==> src/rtl/fifo_if.sv <==
// Producer-side bundle for the fifo: write data, push request,
// registered read data and occupancy flags.
interface fifo_if #(
  parameter int SIZE = 8
);
  logic [SIZE-1:0] data_in;
  logic            valid_write;
  logic [SIZE-1:0] data_out;
  logic            f_flag;
  logic            e_flag;
  logic            almost_full_flag;
  logic            almost_empty_flag;

  modport master (
    output data_in,
    output valid_write,
    input  data_out,
    input  f_flag,
    input  e_flag,
    input  almost_full_flag,
    input  almost_empty_flag
  );

  modport slave (
    input  data_in,
    input  valid_write,
    output data_out,
    output f_flag,
    output e_flag,
    output almost_full_flag,
    output almost_empty_flag
  );
endinterface

==> src/rtl/fifo.sv <==
// Single-clock FIFO: producer pushes every cycle, an internal divider
// pops one word every READ_DIV clocks while data is present.
module fifo #(
  parameter int SIZE     = 8,
  parameter int DEPTH    = 4,
  parameter int READ_DIV = 5,
  parameter int AF_LEVEL = 2**DEPTH-1,
  parameter int AE_LEVEL = 1
) (
  input  logic w_clk,
  input  logic n_rst,
  fifo_if.slave bus
);
  localparam int ENTRIES = 2**DEPTH;
  localparam int DW = (READ_DIV > 1) ? $clog2(READ_DIV) : 1;
  localparam logic [DW-1:0] L_DMAX = DW'(READ_DIV-1);
  localparam logic [DEPTH:0] L_FULL = ENTRIES[DEPTH:0];
  localparam logic [DEPTH:0] L_AF = AF_LEVEL[DEPTH:0];
  localparam logic [DEPTH:0] L_AE = AE_LEVEL[DEPTH:0];

  logic [SIZE-1:0]  r_mem [ENTRIES];
  logic [DEPTH-1:0] r_wptr;
  logic [DEPTH-1:0] r_rptr;
  logic [DEPTH:0]   r_count;
  logic [DW-1:0]    r_div;
  logic [SIZE-1:0]  r_dout;

  logic w_wr;
  logic w_rd;

  assign w_wr = bus.valid_write && (r_count != L_FULL) && !n_rst;
  assign w_rd = (r_div == L_DMAX) && (r_count != '0);

  // Storage is never reset; stale words are unreachable once pointers clear.
  always_ff @(posedge w_clk) begin
    if (w_wr) begin
      r_mem[r_wptr] <= bus.data_in;
    end
  end

  always_ff @(posedge w_clk) begin
    if (n_rst) begin
      r_wptr  <= '0;
      r_rptr  <= '0;
      r_count <= '0;
      r_div   <= '0;
      r_dout  <= '0;
    end else begin
      r_div <= (r_div == L_DMAX) ? '0 : r_div + 1'b1;
      if (w_wr) begin
        r_wptr <= r_wptr + 1'b1;
      end
      if (w_rd) begin
        r_dout <= r_mem[r_rptr];
        r_rptr <= r_rptr + 1'b1;
      end
      unique case ({w_wr, w_rd})
        2'b10:   r_count <= r_count + 1'b1;
        2'b01:   r_count <= r_count - 1'b1;
        default: r_count <= r_count;
      endcase
    end
  end

  assign bus.data_out          = r_dout;
  assign bus.f_flag            = (r_count == L_FULL);
  assign bus.e_flag            = (r_count == '0);
  assign bus.almost_full_flag  = (r_count >= L_AF);
  assign bus.almost_empty_flag = (r_count <= L_AE);
endmodule

==> src/flat_wrapper.sv <==
// flat-port wrapper written by rule: the top's interface ports become plain ports
module fifo_flat 
#(
  parameter int SIZE     = 8,
  parameter int DEPTH    = 4,
  parameter int READ_DIV = 5,
  parameter int AF_LEVEL = 2**DEPTH-1,
  parameter int AE_LEVEL = 1
)
  (w_clk, n_rst, bus_data_in, bus_valid_write, bus_data_out, bus_f_flag, bus_e_flag, bus_almost_full_flag, bus_almost_empty_flag);
  fifo_if #(.SIZE(SIZE)) bus_i ();
  input  logic w_clk;
  input  logic n_rst;
  input wire logic [$bits(bus_i.data_in)-1:0] bus_data_in;
  input wire logic [$bits(bus_i.valid_write)-1:0] bus_valid_write;
  output wire logic [$bits(bus_i.data_out)-1:0] bus_data_out;
  output wire logic [$bits(bus_i.f_flag)-1:0] bus_f_flag;
  output wire logic [$bits(bus_i.e_flag)-1:0] bus_e_flag;
  output wire logic [$bits(bus_i.almost_full_flag)-1:0] bus_almost_full_flag;
  output wire logic [$bits(bus_i.almost_empty_flag)-1:0] bus_almost_empty_flag;
  assign bus_i.data_in = bus_data_in;
  assign bus_i.valid_write = bus_valid_write;
  assign bus_data_out = bus_i.data_out;
  assign bus_f_flag = bus_i.f_flag;
  assign bus_e_flag = bus_i.e_flag;
  assign bus_almost_full_flag = bus_i.almost_full_flag;
  assign bus_almost_empty_flag = bus_i.almost_empty_flag;
  fifo #(.SIZE(SIZE), .DEPTH(DEPTH), .READ_DIV(READ_DIV), .AF_LEVEL(AF_LEVEL), .AE_LEVEL(AE_LEVEL)) u_core (.w_clk(w_clk), .n_rst(n_rst), .bus(bus_i));
endmodule
==> config.mk <==
export PLATFORM = sky130hd
export DESIGN_NAME = fifo_flat
export DESIGN_NICKNAME = d
export VERILOG_FILES = /design/src/rtl/fifo_if.sv /design/src/rtl/fifo.sv /design/src/flat_wrapper.sv
export SDC_FILE = /design/constraint.sdc
export NUM_CORES = 1
export LEC_CHECK = 0
export CAP_MARGIN = 10
export CORE_ASPECT_RATIO = 1.1
export CORE_MARGIN = 3
export CORE_UTILIZATION = 25
export CTS_CLUSTER_DIAMETER = 60
export CTS_CLUSTER_SIZE = 40
export DETAILED_ROUTE_END_ITERATION = 12
export GPL_TIMING_DRIVEN = 0
export SYNTH_ARGS = -nofsm -noshare
export SYNTH_HDL_FRONTEND = slang
export SYNTH_SLANG_ARGS = --single-unit
export TNS_END_PERCENT = 100
==> constraint.sdc <==
create_clock -name w_clk -period 3.2 [get_ports w_clk]
set_input_delay 0.48 -clock w_clk [delete_from_list [all_inputs] [get_ports w_clk]]
set_output_delay 0.48 -clock w_clk [all_outputs]
set_load 0.01 [all_outputs]
==> After elaboration in Yosys (flattened, before gate mapping) <==
Memory sizes are Yosys's and may differ from the RTL's. A register that Yosys moved wholly into a read port is not among the register bits.
Index checks and enable logic that the tools add are counted.
{ "classes": {"n_mul": 0, "add_sub_neg": 5, "div": 0, "bitwise_logic": 0, "order_cmp": 2, "n_eq_ne": 5, "mux": 3, "shift": 0, "n_reduce_logical": 8} }
{ "op_table": {"columns": ["op", "n"], "rows": [
  ["one-hot mux 5 bit (2 select lines)", 1],
  ["adder 4 x 1 -> 4 bit (second input constant)", 2],
  ["adder 5 x 1 -> 5 bit (second input constant)", 1],
  ["equality test 5 bit (second input constant)", 1],
  ["greater-or-equal comparator 5 x 4 -> 1 bit (second input constant)", 1],
  ["less-or-equal comparator 5 x 1 -> 1 bit (second input constant)", 1],
  ["logical NOT 5 bit", 1],
  ["inequality test 5 bit (second input constant)", 1],
  ["nonzero test 5 bit", 1],
  ["subtractor 5 x 1 -> 5 bit (second input constant)", 1],
  ["adder 3 x 1 -> 3 bit (second input constant)", 1],
  ["equality test 3 bit (second input constant)", 1],
  ["logical AND 1 bit", 3],
  ["equality test 2 x 1 -> 1 bit (second input constant)", 1],
  ["equality test 2 bit (second input constant)", 1],
  ["2-to-1 mux 1 bit", 2],
  ["nonzero test 2 bit", 1],
  ["OR reduction 2 bit", 1],
  ["logical NOT 1 bit", 1]
]} }
{ "word_totals": {"out_inout_bits": 12, "rom_bits": 0, "regBits": 16, "n_memories": 1, "latchBits": 0, "ram_bits": 128, "word_cells": 28} }
{ "mem_list": {"columns": ["memory", "words", "width", "rd", "rd_ports_with_merged_regs", "wr", "line", "rtl"], "rows": [
  ["u_core.r_mem", 16, 8, 1, 1, 1, "fifo.sv:21", "logic [SIZE-1:0] r_mem [ENTRIES];"]
]} }

==> Longest topological paths before layout <==
{ "depth": {"ltp_word": 5, "depth_mapped": 12, "mapped_depth_nobuf": 11} }

==> Least setup slack after synthesis <==
No wires, ideal clock.
{ "synth_path": {"path_kind": "reg-to-reg", "startpoint": "register u_core.r_count[1]", "endpoint": "register u_core.r_count[2]", "setup_ns": 0.071, "setup_slack_ns": 0.777, "path_buffers": 2, "synth_period_minus_slack_ns": 2.423, "arrival_ns": 2.352, "path_stages_with_launch": 11, "required_time_ns": 3.129, "cell_sequence": "dfxtp_1 inv_1 ha_1 or4b_4 nand2_2 buf_6 inv_6 ha_1 clkbuf_1 or3_2 a21oi_1"} }
{ "synth_rtl": {"columns": ["element", "line", "rtl"], "rows": [
  ["start, declared", "fifo.sv:24", "logic [DEPTH:0] r_count;"],
  ["start signal, assigned", "fifo.sv:58", "2'b10: r_count <= r_count + 1'b1;"],
  ["start signal, assigned", "fifo.sv:59", "2'b01: r_count <= r_count - 1'b1;"],
  ["start signal, assigned", "fifo.sv:60", "default: r_count <= r_count;"],
  ["nonzero test 5 bit *", "fifo.sv:32", "assign w_rd = (r_div == L_DMAX) && (r_count != '0);"],
  ["logical AND 1 bit *", "fifo.sv:32", null],
  ["net u_core.w_rd", "fifo.sv:29", "logic w_rd;"],
  ["equality test 2 x 1 -> 1 bit / equality test 2 bit (equally long branches)", "fifo.sv:57", "unique case ({w_wr, w_rd})"],
  ["one-hot mux 5 bit (2 select lines) / nonzero test 2 bit (equally long branches)", null, null]
]} }
The timed path passes the listed nets; every way through them passes the cells marked *.
A chain may end at the register's enable or synchronous reset.

==> Final worst setup path <==
{ "layout_path": {"startpoint": "register u_core.r_count[0]", "endpoint": "memory u_core.r_mem[0][6] (enable)"} }
{ "layout_via": {"elab_chain_cells": 5} }
{ "layout_rtl": {"columns": ["element", "line", "rtl"], "rows": [
  ["inequality test 5 bit", "fifo.sv:31", "assign w_wr = bus.valid_write && (r_count != L_FULL) && !n_rst;"],
  ["logical AND 1 bit (2 in a row)", "fifo.sv:31", null],
  ["2-to-1 mux 1 bit", "fifo.sv:36", "if (w_wr) begin"],
  ["2-to-1 mux 1 bit (implied by the code)", "fifo.sv:37", "r_mem[r_wptr] <= bus.data_in;"],
  ["end, declared", "fifo.sv:21", null]
]} }
No other way between the ends.

==> reports/qor.json <==
{
  "placement": {
    "io_buffer_count": 21,
    "half_perimeter_wire_length_of_the_detailed_placement_result_mm": 8.269,
    "dpl_cell_area_um2": 6775,
    "finalWeightedCongestion": 0.7733
  },
  "pwr": {
    "vdd_drop_max_mv": 0.3430,
    "post-layout-total-power_mw": 4.312,
    "power.static_leakage_nw": 2.315,
    "power_density_nw_per_um2": 584.7
  },
  "logic_synthesis": {
    "dominant_synthesized_flop_cell": "edfxtp_1",
    "synth_area_per_cell_um2": 17.65,
    "yosysTopAreaCellShare": 0.6241,
    "synth-warning-count": 0,
    "share_of_synthesized_area_occupied_by_flip_flops_and_latches": 0.7022,
    "synthCells": 349,
    "post-synth-top-area-cell": "edfxtp_1",
    "biggest_area_contributors_in_the_synthesized_netlist": "edfxtp_1 62%, mux4_2 12%, dfxtp_1 7.8%, mux2i_1 2.8%, ha_1 2.6%",
    "synthMostInstantiatedCell": "edfxtp_1",
    "syn_nets": 373,
    "ys_seq_elements": 152,
    "synthArstFlopShare": 0,
    "synth_enable_flop_cells": 128,
    "post_synth_most_frequent_cells": "128 x edfxtp_1, 32 x mux4_2, 24 x dfxtp_1, 23 x nor2_1, 17 x mux2i_1",
    "yosys.cell_types.count": 40,
    "syn-cell-area_um2": 6158
  },
  "cells_and_area": {
    "n_fill_cell": 2350,
    "n_antenna_cell": 0,
    "design.final.nets": 417,
    "drive_gt1_frac": 0.2266,
    "multi_input_area_um2": 1668,
    "layout.area.seq_um2": 4324,
    "postLayoutCellArea_um2": 7375,
    "signed_area_change_from_the_synthesized_netlist_to_the_final_layout_pct": 19.75
  },
  "drt": {
    "wirelength_mm": 12.44,
    "num_vias": 3142,
    "drc": 0,
    "final_antenna_net_count": 0,
    "detail_route.wl_per_cell_um": 17.49,
    "detail_route.vias_per_cell": 4.419,
    "detail_route.iter0.violations": 249,
    "firstDrtPassIters": 5
  },
  "critical_path": {
    "worstSetupEndpointType": "register",
    "timing.critical_path.fanout_max": 7,
    "cpPeakStageDelay_ns": 0.61,
    "crit_path_cell_trace": "inv_1, ha_1, nand4bb_1, inv_1, nor3_1, nand2_1, nor3_1, buf_2",
    "path_buf_inv": 3,
    "critPathTopFamily": "simple AND/OR/NAND/NOR gates",
    "worstSetupPathType": "register to register",
    "reg2reg_to": "u_core.r_mem[0][6]",
    "crit_required_ns": 3.32,
    "timing.critical_path.arrival_ns": 3.06,
    "rr_worst_depth": 8,
    "first_element_of_the_critical_path": "u_core.r_count[0]",
    "worst_r2r_startpoint": "u_core.r_count[0]",
    "crit_path_start_kind": "register",
    "setup.reg_to_reg.worst_slack_ns": 0.26,
    "critical_path.slowest_cell": "nor3_1"
  },
  "clock_network": {
    "cts.sink_count": 152,
    "master_cell_of_the_clock_root_buffer": "clkbuf_16",
    "insertion_delay_ns": 0.42,
    "tritoncts": "yes",
    "cts_max_path_buffers": 2,
    "cts.repair_timing.setup_buffer_count": 0,
    "clkSlewWorstSetupHoldPaths_ns": 0.06,
    "cts_max_level": 4,
    "cts_buffers": 17
  },
  "sta": {
    "slew_headroom": 0.3904,
    "minimum_period_implied_by_the_final_worst_setup_slack_ns": 2.942,
    "rsz0062_at_grt": "no",
    "final_slew_violations": 0,
    "max_freq_mhz": 339.9,
    "finalHoldViolCount": 0,
    "finClkSkew_ns": 0.009712,
    "timing_worst_slew_pin_value_ns": 0.9110,
    "final-setup-viol-count": 0,
    "layout_worst_path_cycle_share": 0.9194
  },
  "grt": {
    "grt.overflow.total": 0,
    "grt_start_max_net_pins": 17,
    "antenna_found_initial": 0,
    "grt_pass1_wl_mm": 19.53,
    "total_routing_resource_utilization_after_global_routing": 0.09869,
    "vias_in_the_first_global_route": 3285
  },
  "job": {
    "cap_violations": 0
  },
  "hold_path": {
    "timing.hold.worst.start": "u_core.r_div[0]",
    "whs_endpoint": "u_core.r_div[0]",
    "min_path_cells": 1,
    "hp-class": "register to register"
  },
  "floorplanning": {
    "placement_rows": 59,
    "core_area_um2": 23920,
    "floorplan.initialDensity": 0.2575,
    "die_x_um": 155.6,
    "io_pins": 23,
    "design.die.area_um2": 26550,
    "floorplan.die.height_um": 170.6
  },
  "status": {
    "status": "completed"
  }
}
-- worst max path at each step --
stage                                    end  slack, ns  depth (start not counted)
after floorplan            u_core.r_count[2]       0.78                         10
after global placement    u_core.r_mem[2][1]      -0.04                          5
after detailed placement  u_core.r_mem[1][6]       0.19                          6
after CTS                 u_core.r_mem[1][5]       0.26                          8
after global routing      u_core.r_mem[5][2]       0.03                          7
final                     u_core.r_mem[0][6]       0.26                          8
-- per-stage QoR --
| stage | setup TNS (ns) | hold slack (ns) | setup slack [ns] | utilization | std cells |
|---|---|---|---|---|---|
| 2_1_floorplan | 0 | 0.4282 | 0.7770 | - | 349 |
| 3_3_place_gp | -0.6733 | 0.4401 | -0.04355 | 0.2822 | 675 |
| 3_5_place_dp | 0 | 0.4622 | 0.1936 | 0.2833 | 679 |
| 4_1_cts | 0 | 0.4522 | 0.2623 | 0.3081 | 711 |
| 5_1_grt | 0 | 0.4882 | 0.03037 | 0.3083 | 711 |
| 6_report | 0 | 0.4655 | 0.2581 | 0.3083 | 711 |
-- flip-flops by register name, summed over array words and instances (netlist names) --
signal	cells
u_core.r_mem	128
u_core.r_wptr	4
u_core.r_rptr	4
u_core.r_div	3
u_core.r_count	5
u_core.bus.data_out	8
-- report_power, final --
part / total (mW) / switching (mW) / internal [mW]
sequential: 2.18 / 0.0124 / 2.17
combinational: 0.143 / 0.0854 / 0.0577
clock: 1.99 / 0.821 / 1.17
-- cells in the final DEF, fill, tap and decap left out, types with 7 or more instances in the layout --
master / netlist / final
clkdlybuf4s50_1: 0 / 21
nor2_1: 23 / 23
edfxtp_1: 128 / 128
nand2_1: 10 / 10
ha_1: 13 / 13
nor3_1: 9 / 8
nand3_1: 12 / 12
clkbuf_1: 7 / 8
mux4_2: 32 / 32
dfxtp_1: 24 / 24
mux2i_1: 17 / 17
inv_1: 13 / 13
clkbuf_16: 0 / 17
buf_2: 6 / 8
a21oi_1: 7 / 7
-- kinds of logic (layout without fill, tap and decap cells) --
kind of cell    Yosys count  after routing  synth area share
compound gates           19             19           0.02357
xor+xnor                  9              9           0.01280
flops                   152            152            0.7022
mux                      49             49            0.1447
fa+ha+maj                13             13           0.02641
simple gates             73             73           0.06258
buf+inv                  34             91           0.02784
-- what timing repair did --
| item | CTS | global route |
|---|---|---|
| resized for setup | 0 | 1 |
| endpoints found under the setup margin | 0 | 4 |
| hold buffers | 0 | 0 |
-- final cells by class --
| type | count | share of cell area |
|---|---|---|
| clock inverter | 14 | 0.02240 |
| buffer | 20 | 0.01544 |
| sequential | 152 | 0.5864 |
| inverter | 14 | 0.007805 |
| tap | 305 | 0.05175 |
| timing repair buffer | 25 | 0.03190 |
| clock buffer | 18 | 0.05819 |
| multi-input combinational | 163 | 0.2262 |
-- routing by layer --
metal | wire length (µm) | share of wire | up-vias | GRT usage
met5 | 0 | 0 | - | 0
met3 | 519 | 0.042 | 4 | 0.03137
met4 | 45 | 0.0036 | 0 | 0.02817
met1 | 5739 | 0.46 | 1613 | 0.1334
li1 | - | - | 1458 | -
met2 | 6130 | 0.49 | 67 | 0.1537
Note: power is estimated with default switching activity, not from simulation.
